### src/rtl/pll_seq_pkg.sv
// Shared types and constants for the carrier-recovery PLL sequencer.
package pll_seq_pkg;

    localparam int unsigned WDOG_W       = 8;
    localparam int unsigned LOOP_W       = 4;
    localparam int unsigned LOOP_LAT_DEF = 2;
    localparam int unsigned TIMEOUT_DEF  = 63;
    localparam int unsigned CNT_W_DEF    = 16;

    typedef enum logic [2:0] {
        S_IDLE = 3'd0,
        S_LAT  = 3'd1,
        S_VEC  = 3'd2,
        S_ROT  = 3'd3,
        S_LOOP = 3'd4,
        S_OUT  = 3'd5
    } state_t;

    // Datapath strobes; at most one field is set in any cycle.
    typedef struct packed {
        logic lat_en;
        logic ce_vec;
        logic ce_rot;
        logic loop_start;
        logic phi_we;
    } strobe_t;

    // States in which the sequencer waits on a CORDIC ready pulse.
    function automatic logic is_wait_state(input state_t s);
        return (s == S_VEC) || (s == S_ROT);
    endfunction

endpackage

### src/rtl/pll_seq_wdog.sv
// Wait-state watchdog: counts cycles spent in a CORDIC wait state and flags
// the cycle in which the TIMEOUT-th wait cycle is reached.
module pll_seq_wdog
    import pll_seq_pkg::*;
#(
    parameter int unsigned TIMEOUT = TIMEOUT_DEF
) (
    input  logic clk,
    input  logic rst,
    input  logic clr,
    input  logic run,
    output logic expired_c
);

    logic [WDOG_W-1:0] wait_cnt;

    // Count of wait cycles already completed before the current one.
    always_ff @(posedge clk) begin
        if (rst) begin
            wait_cnt <= '0;
        end else if (clr) begin
            wait_cnt <= '0;
        end else if (run && !expired_c) begin
            wait_cnt <= wait_cnt + WDOG_W'(1);
        end
    end

    assign expired_c = run && (wait_cnt == WDOG_W'(TIMEOUT - 1));

endmodule

### src/rtl/pll_seq_ctrl.sv
// pll_seq_ctrl: sequences latch -> vectoring CORDIC -> rotation CORDIC ->
// loop filter for one I/Q sample per handshake and owns the phi feedback
// write enable. Optional watchdog on the CORDIC waits: define PLL_SEQ_WDOG_EN.
module pll_seq_ctrl
    import pll_seq_pkg::*;
#(
    parameter int unsigned LOOP_LAT = LOOP_LAT_DEF,
    parameter int unsigned TIMEOUT  = TIMEOUT_DEF,
    parameter int unsigned CNT_W    = CNT_W_DEF
) (
    input  logic             clk,
    input  logic             rst,
    input  logic             in_valid,
    output logic             in_ready,
    output logic             lat_en,
    output logic             ce_vec,
    input  logic             ready_vec,
    output logic             ce_rot,
    input  logic             ready_rot,
    output logic             loop_start,
    output logic             phi_we,
    output logic             out_valid,
    input  logic             out_ready,
    output logic             busy,
    output logic [CNT_W-1:0] sample_cnt,
    output logic             err_spur,
    output logic             err_timeout
);

    // Elaboration-time parameter range guards.
    if (LOOP_LAT < 1 || LOOP_LAT > 15) begin : g_bad_loop_lat
        $error("pll_seq_ctrl: LOOP_LAT must be 1..15");
    end
    if (TIMEOUT < 1 || TIMEOUT > 255) begin : g_bad_timeout
        $error("pll_seq_ctrl: TIMEOUT must be 1..255");
    end

    state_t             state, state_nxt;
    strobe_t            strb, strb_nxt;
    logic [LOOP_W-1:0]  loop_cnt, loop_cnt_nxt;
    logic [CNT_W-1:0]   cnt_nxt;
    logic               err_spur_nxt;

`ifdef PLL_SEQ_WDOG_EN
    logic               wdog_expired_c;
    logic               err_timeout_nxt;

    // Watchdog restarts whenever a CORDIC stage is started.
    pll_seq_wdog #(
        .TIMEOUT (TIMEOUT)
    ) u_wdog (
        .clk       (clk),
        .rst       (rst),
        .clr       (strb_nxt.ce_vec | strb_nxt.ce_rot),
        .run       (is_wait_state(state)),
        .expired_c (wdog_expired_c)
    );
`endif

    assign lat_en     = strb.lat_en;
    assign ce_vec     = strb.ce_vec;
    assign ce_rot     = strb.ce_rot;
    assign loop_start = strb.loop_start;
    assign phi_we     = strb.phi_we;

    // Next state, next strobes and sticky error flags.
    always_comb begin
        state_nxt    = state;
        strb_nxt     = '0;
        loop_cnt_nxt = loop_cnt;
        cnt_nxt      = sample_cnt;
        err_spur_nxt = err_spur;
`ifdef PLL_SEQ_WDOG_EN
        err_timeout_nxt = err_timeout;
`endif

        // A ready is only honoured in its own wait state after the start cycle.
        if (ready_vec && !(state == S_VEC && !strb.ce_vec)) begin
            err_spur_nxt = 1'b1;
        end
        if (ready_rot && !(state == S_ROT && !strb.ce_rot)) begin
            err_spur_nxt = 1'b1;
        end

        case (state)
            S_IDLE: begin
                if (in_valid) begin
                    state_nxt       = S_LAT;
                    strb_nxt.lat_en = 1'b1;
                end
            end
            S_LAT: begin
                state_nxt       = S_VEC;
                strb_nxt.ce_vec = 1'b1;
            end
            S_VEC: begin
                if (ready_vec && !strb.ce_vec) begin
                    state_nxt       = S_ROT;
                    strb_nxt.ce_rot = 1'b1;
                end
`ifdef PLL_SEQ_WDOG_EN
                else if (wdog_expired_c) begin
                    state_nxt       = S_IDLE;
                    err_timeout_nxt = 1'b1;
                end
`endif
            end
            S_ROT: begin
                if (ready_rot && !strb.ce_rot) begin
                    state_nxt           = S_LOOP;
                    strb_nxt.loop_start = 1'b1;
                    loop_cnt_nxt        = LOOP_W'(LOOP_LAT - 1);
                end
`ifdef PLL_SEQ_WDOG_EN
                else if (wdog_expired_c) begin
                    state_nxt       = S_IDLE;
                    err_timeout_nxt = 1'b1;
                end
`endif
            end
            S_LOOP: begin
                if (strb.phi_we) begin
                    state_nxt = S_OUT;
                end else if (loop_cnt == '0) begin
                    strb_nxt.phi_we = 1'b1;
                end else begin
                    loop_cnt_nxt = loop_cnt - LOOP_W'(1);
                end
            end
            S_OUT: begin
                if (out_ready) begin
                    state_nxt = S_IDLE;
                    cnt_nxt   = sample_cnt + CNT_W'(1);
                end
            end
            default: begin
                state_nxt = S_IDLE;
            end
        endcase
    end

    // State, strobe and status registers.
    always_ff @(posedge clk) begin
        if (rst) begin
            state      <= S_IDLE;
            strb       <= '0;
            loop_cnt   <= '0;
            sample_cnt <= '0;
            err_spur   <= 1'b0;
            in_ready   <= 1'b1;
            busy       <= 1'b0;
            out_valid  <= 1'b0;
        end else begin
            state      <= state_nxt;
            strb       <= strb_nxt;
            loop_cnt   <= loop_cnt_nxt;
            sample_cnt <= cnt_nxt;
            err_spur   <= err_spur_nxt;
            in_ready   <= (state_nxt == S_IDLE);
            busy       <= (state_nxt != S_IDLE);
            out_valid  <= (state_nxt == S_OUT);
        end
    end

`ifdef PLL_SEQ_WDOG_EN
    // Sticky watchdog abort flag.
    always_ff @(posedge clk) begin
        if (rst) begin
            err_timeout <= 1'b0;
        end else begin
            err_timeout <= err_timeout_nxt;
        end
    end
`else
    assign err_timeout = 1'b0;
`endif

endmodule

### config.mk
export PLATFORM = sky130hd
export DESIGN_NAME = pll_seq_ctrl
export DESIGN_NICKNAME = d
export VERILOG_FILES = /design/src/rtl/pll_seq_pkg.sv /design/src/rtl/pll_seq_wdog.sv /design/src/rtl/pll_seq_ctrl.sv
export SDC_FILE = /design/constraint.sdc
export NUM_CORES = 1
export LEC_CHECK = 0
export ABC_AREA = 1
export CELL_PAD_IN_SITES_DETAIL_PLACEMENT = 0
export CELL_PAD_IN_SITES_GLOBAL_PLACEMENT = 1
export CORE_MARGIN = 5
export CORE_UTILIZATION = 38
export CTS_CLUSTER_DIAMETER = 40
export DETAILED_ROUTE_END_ITERATION = 8
export PLACE_DENSITY_LB_ADDON = 0.15
export SYNTH_ARGS = -nofsm -noshare
export SYNTH_HDL_FRONTEND = slang
export SYNTH_SLANG_ARGS = --single-unit
### constraint.sdc
create_clock -name clk -period 3.3 [get_ports clk]
set_clock_uncertainty 0.05 [all_clocks]
set_input_delay 0.66 -clock clk [delete_from_list [all_inputs] [get_ports clk]]
set_output_delay 0.66 -clock clk [all_outputs]
set_load 0.05 [all_outputs]
==> flow_summary.toml, run 1 <==
[route]
vias = 1473
wirelength_um = 3410
first_pass_iters = 4
drc = 0
wl_per_cell_um = 10.8
antenna_left = 0
routed_via_density = 4.65
drtIter0Drc = 63

[pwr]
seq_power_share_pct = 49.8
switching_share_pct = 26.9
power_frac_comb_pct = 12.1
power_leakage_uw = 0.000837
p_int_uw = 598
switchingPower_uw = 220
power-per-cell-area_nw_per_um2 = 405
clkPwrFrac_pct = 38.1
finalPower_uw = 817
max-vdd-ir-drop_v = 0.000290

[global_routing]
antenna_found_initial = 0
grt_pass1_wl_um = 5780
grt_max_degree = 22
grt_pass1_vias = 1338
track_usage_pct = 13.5
overflow = 0

[hold_path]
holdPathStages = 1
hold_path_class = "flop to flop"

[timing]
finalWorstSetupSlack_ns = 1.05
finalHoldViolCount = 0
max_freq_mhz = 445
tns_ns = 0
setup_viol = 0
finalCriticalPeriod_ns = 2.25
worst_pin_slew_ns = 0.504
rsz0062_at_grt = "no"
relSlewSlack_pct = 66.3
fin_crit_sh_pct = 68.2
slew_viol_final = 0

[floorplan]
core-area_um2 = 4000
initial_core_util_pct = 39.3
die_h_um = 74.3
die_w_um = 74.3
design.die.area_um2 = 5530
rows = 23
io_pins = 32

[layout]
fill_cells = 412
reg.largest.list = "sample_cnt: 16 flops, loop_cnt: 4 flops, state: 3 flops"
drive_gt1_share_pct = 6.37
multi_input_area_um2 = 782
syn_to_final_growth_pct = 28.2
fin_nets = 275
top_register = "sample_cnt"
antennaDiodeCount = 0
seqCellArea_um2 = 641
final_cell_mix = "nand2_1 (58), nor2_1 (36), inv_1 (34), dfxtp_1 (32), clkdlybuf4s50_1 (30)"
final_common_cell = "nand2_1"
postLayoutCoreUtil_pct = 50.4
largest_reg_flops = 16

[worst_setup_path]
worst-path-max-fanout = 6
slowest_stage = "clkdlybuf4s50_1"
cp_data_arrival_time_ns = 1.54
critPathBufInv = 1
worst_setup_path_start_kind = "flop"
reg2regPathDepth = 6
slowest_delay_ns = 0.84
cp-end-kind = "output port"
path_class = "flop to output port"
worst-path-stages = 1
crit_chain = "clkdlybuf4s50_1"
cp_top_family = "buffers and inverters"
critPathRequiredTime_ns = 2.59

[clock_tree]
post_cts_resized = 0
hold_buffers = 0
cts_made_buffers = 5
insertion_delay_ns = 0.28
root_buffer = "clkbuf_8"
tritoncts = "built"
clockBufferDepth = 2
cts.reportedPaths.clkPinSlew_ns = 0.07
cts.sinks = 32
postCtsSetupBuffers = 0
h-tree-depth = 2

[synth]
postSynthCellCount = 232
ys_warn_count = 0
netlist_area_um2 = 1570
synth_cell_types = 26
synth-seq-area-share_pct = 40.7
syn_nets = 241
synth_seq_cells = 32
syn_area_per_cell_um2 = 6.78

[placement]
pre_cts_slack_ns = 1.09
hpwlAfterDp_um = 2590
portBuffers = 30
gp_congestion = 0.766

[flow_run]
cap_violations = 0

[outcome]
run_status = "finished clean"
==> path summary, 6_finish.rpt <==
path | start | end | slack (ns)
worst max-delay path | sample_cnt[2] | sample_cnt[2] | 1.05
worst max register to register | sample_cnt[1] | sample_cnt[8] | 1.73
worst min-delay path | phi_we | phi_we | 0.41
worst min register to register | phi_we | phi_we | 0.41
==> per-layer routing <==
| metal | wire [um] | up-vias | global-route usage, % |
|---|---|---|---|
| li1 | - | 798 | - |
| met1 | 1600 | 643 | 15.4 |
| met2 | 1590 | 26 | 23.6 |
| met3 | 178 | 6 | 4.32 |
| met4 | 45 | 0 | 4.94 |
| met5 | 0 | - | 0 |
==> worst register-to-register path, stage by stage (launching register included) <==
cell and delay [ns]:
dfxtp_1 0.39, ha_1 0.22, nand3_1 0.15, nor3_4 0.32, nand2_1 0.11, o21ai_0 0.18
nor2_1 0.05
==> cell type report <==
type                    count  area share, %
clock inverters             2          0.496
clock buffers               6           4.09
multi-input cells         161           38.8
well taps                  50           3.10
inverters                  35           6.51
flip-flops and latches     32           31.8
repair buffers             31           15.3
==> kinds of logic (layout without fill, tap and decap cells) <==
group,after synthesis,in the layout,share of synthesized area (%)
fa+ha+maj,3,3,2.39
compound gates,24,24,8.12
flops,32,32,40.7
other cells,1,1,0.238
xor+xnor,3,3,1.67
buf+inv,39,74,9.55
simple gates,130,130,37.3
==> synthesized netlist by cell type (all sizes together) <==
cell type / count / area share, %
nand4: 7 / 3.7
inv: 35 / 8.4
conb: 1 / 0.24
nand2: 59 / 14
xnor2: 2 / 1.1
dfxtp: 32 / 41
nand3: 13 / 4.1
a31oi: 1 / 0.40
clkbuf: 3 / 0.72
and2: 1 / 0.40
buf: 1 / 0.48
xor2: 1 / 0.56
a211oi: 1 / 0.48
o21ai: 9 / 3.1
ha: 3 / 2.4
nor2: 39 / 10
nor3: 10 / 3.9
a21oi: 13 / 4.1
nand3b: 1 / 0.48
==> power by group through the flow <==
stage | logic, uW | clock network, uW | registers (uW)
4_1_cts | 100 | 325 | 407
5_1_grt | 108 | 341 | 408
2_1_floorplan | 42.6 | 0 | 442
3_5_place_dp | 100 | 0 | 416
6_report | 98.7 | 312 | 407
3_3_place_gp | 100 | 0 | 416
==> through the flow <==
step	hold slack, ns	instances	instance area (um2)
2_1_floorplan	0.408	232	1570
3_3_place_gp	0.400	309	1920
3_5_place_dp	0.403	309	1920
4_1_cts	0.416	317	2020
5_1_grt	0.444	317	2020
6_report	0.410	317	2020
No activity file was read; power rests on OpenSTA's default activity.
==> run 2: changes to the inputs <==
--- a/config.mk
+++ b/config.mk
@@ -9,7 +9,7 @@
 export CELL_PAD_IN_SITES_DETAIL_PLACEMENT = 0
 export CELL_PAD_IN_SITES_GLOBAL_PLACEMENT = 1
 export CORE_MARGIN = 5
-export CORE_UTILIZATION = 38
+export CORE_UTILIZATION = 35
 export CTS_CLUSTER_DIAMETER = 40
 export DETAILED_ROUTE_END_ITERATION = 8
 export PLACE_DENSITY_LB_ADDON = 0.15
==> constraint.sdc (replaced) <==
create_clock -name clk -period 2.3 [get_ports clk]
set_clock_uncertainty 0.05 [all_clocks]
set_input_delay 0.46 -clock clk [delete_from_list [all_inputs] [get_ports clk]]
set_output_delay 0.46 -clock clk [all_outputs]
set_load 0.05 [all_outputs]
==> run 2 against run 1 <==
Against the previous run:
- combinational power rose by 45%
- non-clock buffer count unchanged
- largest power group unchanged
- wire length up 2.7%
- register-to-register slack worse by 0.96 ns
- hold slack better by 0.0040 ns
- die area is 7.4% higher
- clock power grew 46%
- critical path type unchanged
- total power grew 45%
- first-iteration DRC count increased by 43%
- critical path depth unchanged
- sequential power increased by 43%
- setup slack worse by 0.80 ns
==> flow_summary.toml, run 2 (synthesis gave the netlist of run 1 again) <==
[timing]
setup_viol = 0
slew_viol_final = 0
max_freq_mhz = 487
worst_pin_slew_ns = 0.504
tns_ns = 0
rsz0062_at_grt = "no"
fin_crit_sh_pct = 89.2
relSlewSlack_pct = 66.3
finalCriticalPeriod_ns = 2.05
finalHoldViolCount = 0

[pwr]
power-per-cell-area_nw_per_um2 = 587
power_leakage_uw = 0.000831
finalPower_uw = 1180
max-vdd-ir-drop_v = 0.000386

[floorplan]
io_pins = 32
initial_core_util_pct = 36.1
design.die.area_um2 = 5930
rows = 24
die_w_um = 77.0
die_h_um = 77.0
core-area_um2 = 4350

[layout]
antennaDiodeCount = 0
reg.largest.list = "sample_cnt: 16 flops, loop_cnt: 4 flops, state: 3 flops"
fill_cells = 450
final_common_cell = "nand2_1"
fin_nets = 275
multi_input_area_um2 = 782
top_register = "sample_cnt"
syn_to_final_growth_pct = 28.2
final_cell_mix = "nand2_1 (58), nor2_1 (36), inv_1 (34), dfxtp_1 (32), clkdlybuf4s50_1 (30)"
seqCellArea_um2 = 641
largest_reg_flops = 16
drive_gt1_share_pct = 5.62

[worst_setup_path]
worst-path-max-fanout = 5
regToRegEndpoint = "sample_cnt[8]"
slowest_stage = "clkdlybuf4s50_1"
slowest_delay_ns = 0.84
cp_data_arrival_time_ns = 1.54
cp_top_family = "buffers and inverters"
crit_chain = "clkdlybuf4s50_1"
critPathBufInv = 1
worst_setup_path_start_kind = "flop"
critPathRequiredTime_ns = 1.79
path_class = "flop to output port"
startpoint = "sample_cnt[6]"
r2r_slack_ns = 0.77
reg2regPathDepth = 6
r2r_start = "sample_cnt[1]"
cp-end-kind = "output port"

[placement]
portBuffers = 30
gp_congestion = 0.816
hpwlAfterDp_um = 2620

[route]
routed_via_density = 4.60
drtIter0Drc = 90
wl_per_cell_um = 11.0
first_pass_iters = 4
drc = 0
vias = 1468
wirelength_um = 3500
antenna_left = 0

[clock_tree]
postCtsSetupBuffers = 0
tritoncts = "built"
clockBufferDepth = 2
cts.reportedPaths.clkPinSlew_ns = 0.07
hold_buffers = 0
insertion_delay_ns = 0.28
cts_made_buffers = 5
root_buffer = "clkbuf_8"
cts.sinks = 32
h-tree-depth = 2
post_cts_resized = 0

[global_routing]
grt_pass1_vias = 1360
track_usage_pct = 12.6
antenna_found_initial = 0
overflow = 0
grt_pass1_wl_um = 6090
grt_max_degree = 21

[hold_path]
hold_path_class = "flop to flop"
hp-start = "phi_we"
min_to = "phi_we"
holdPathStages = 1

[flow_run]
cap_violations = 0

[outcome]
run_status = "finished clean"
## run 2: report_power, final
part | total (uW) | internal, uW | leakage [uW] | switching, uW
Clock | 457 | 244 | 0.0000455 | 213
Combinational | 143 | 47.9 | 0.000526 | 95.3
Sequential | 584 | 571 | 0.000259 | 12.8
Total | 1180 | 863 | 0.000831 | 321
## run 2: area by class of cell
type	instances	area share (%)
Inverter	35	6.51
Clock buffer	8	4.47
Timing Repair Buffer	31	15.3
Multi-Input combinational cell	161	38.8
Tap cell	52	3.23
Sequential cell	32	31.8
## run 2: layer usage
metal | GRT usage (%) | vias up | routed length (um)
li1 | - | 798 | -
met1 | 15.9 | 635 | 1670
met2 | 19.9 | 28 | 1610
met3 | 3.28 | 7 | 157
met4 | 6.01 | 0 | 67
met5 | 0 | - | 0
## run 2: how the worst max path moves through the flow
stage | end | slack [ns] | depth (start not counted)
3_3_place_gp | sample_cnt[8] | 0.33 | 6
2_1_floorplan | sample_cnt[8] | 0.49 | 6
3_5_place_dp | sample_cnt[8] | 0.31 | 6
5_1_grt | sample_cnt[6] | 0.19 | 1
6_report | sample_cnt[6] | 0.25 | 1
4_1_cts | sample_cnt[2] | 0.23 | 1
## run 2: metrics by stage
| stage | instances | hold WS [ns] | area (um2) | setup WS (ns) | util, % |
|---|---|---|---|---|---|
| 2_1_floorplan | 232 | 0.408 | 1570 | 0.487 | - |
| 3_3_place_gp | 311 | 0.395 | 1930 | 0.326 | 44.3 |
| 3_5_place_dp | 311 | 0.401 | 1930 | 0.305 | 44.3 |
| 4_1_cts | 319 | 0.417 | 2020 | 0.229 | 46.3 |
| 5_1_grt | 319 | 0.435 | 2020 | 0.188 | 46.3 |
| 6_report | 319 | 0.414 | 2020 | 0.247 | 46.3 |
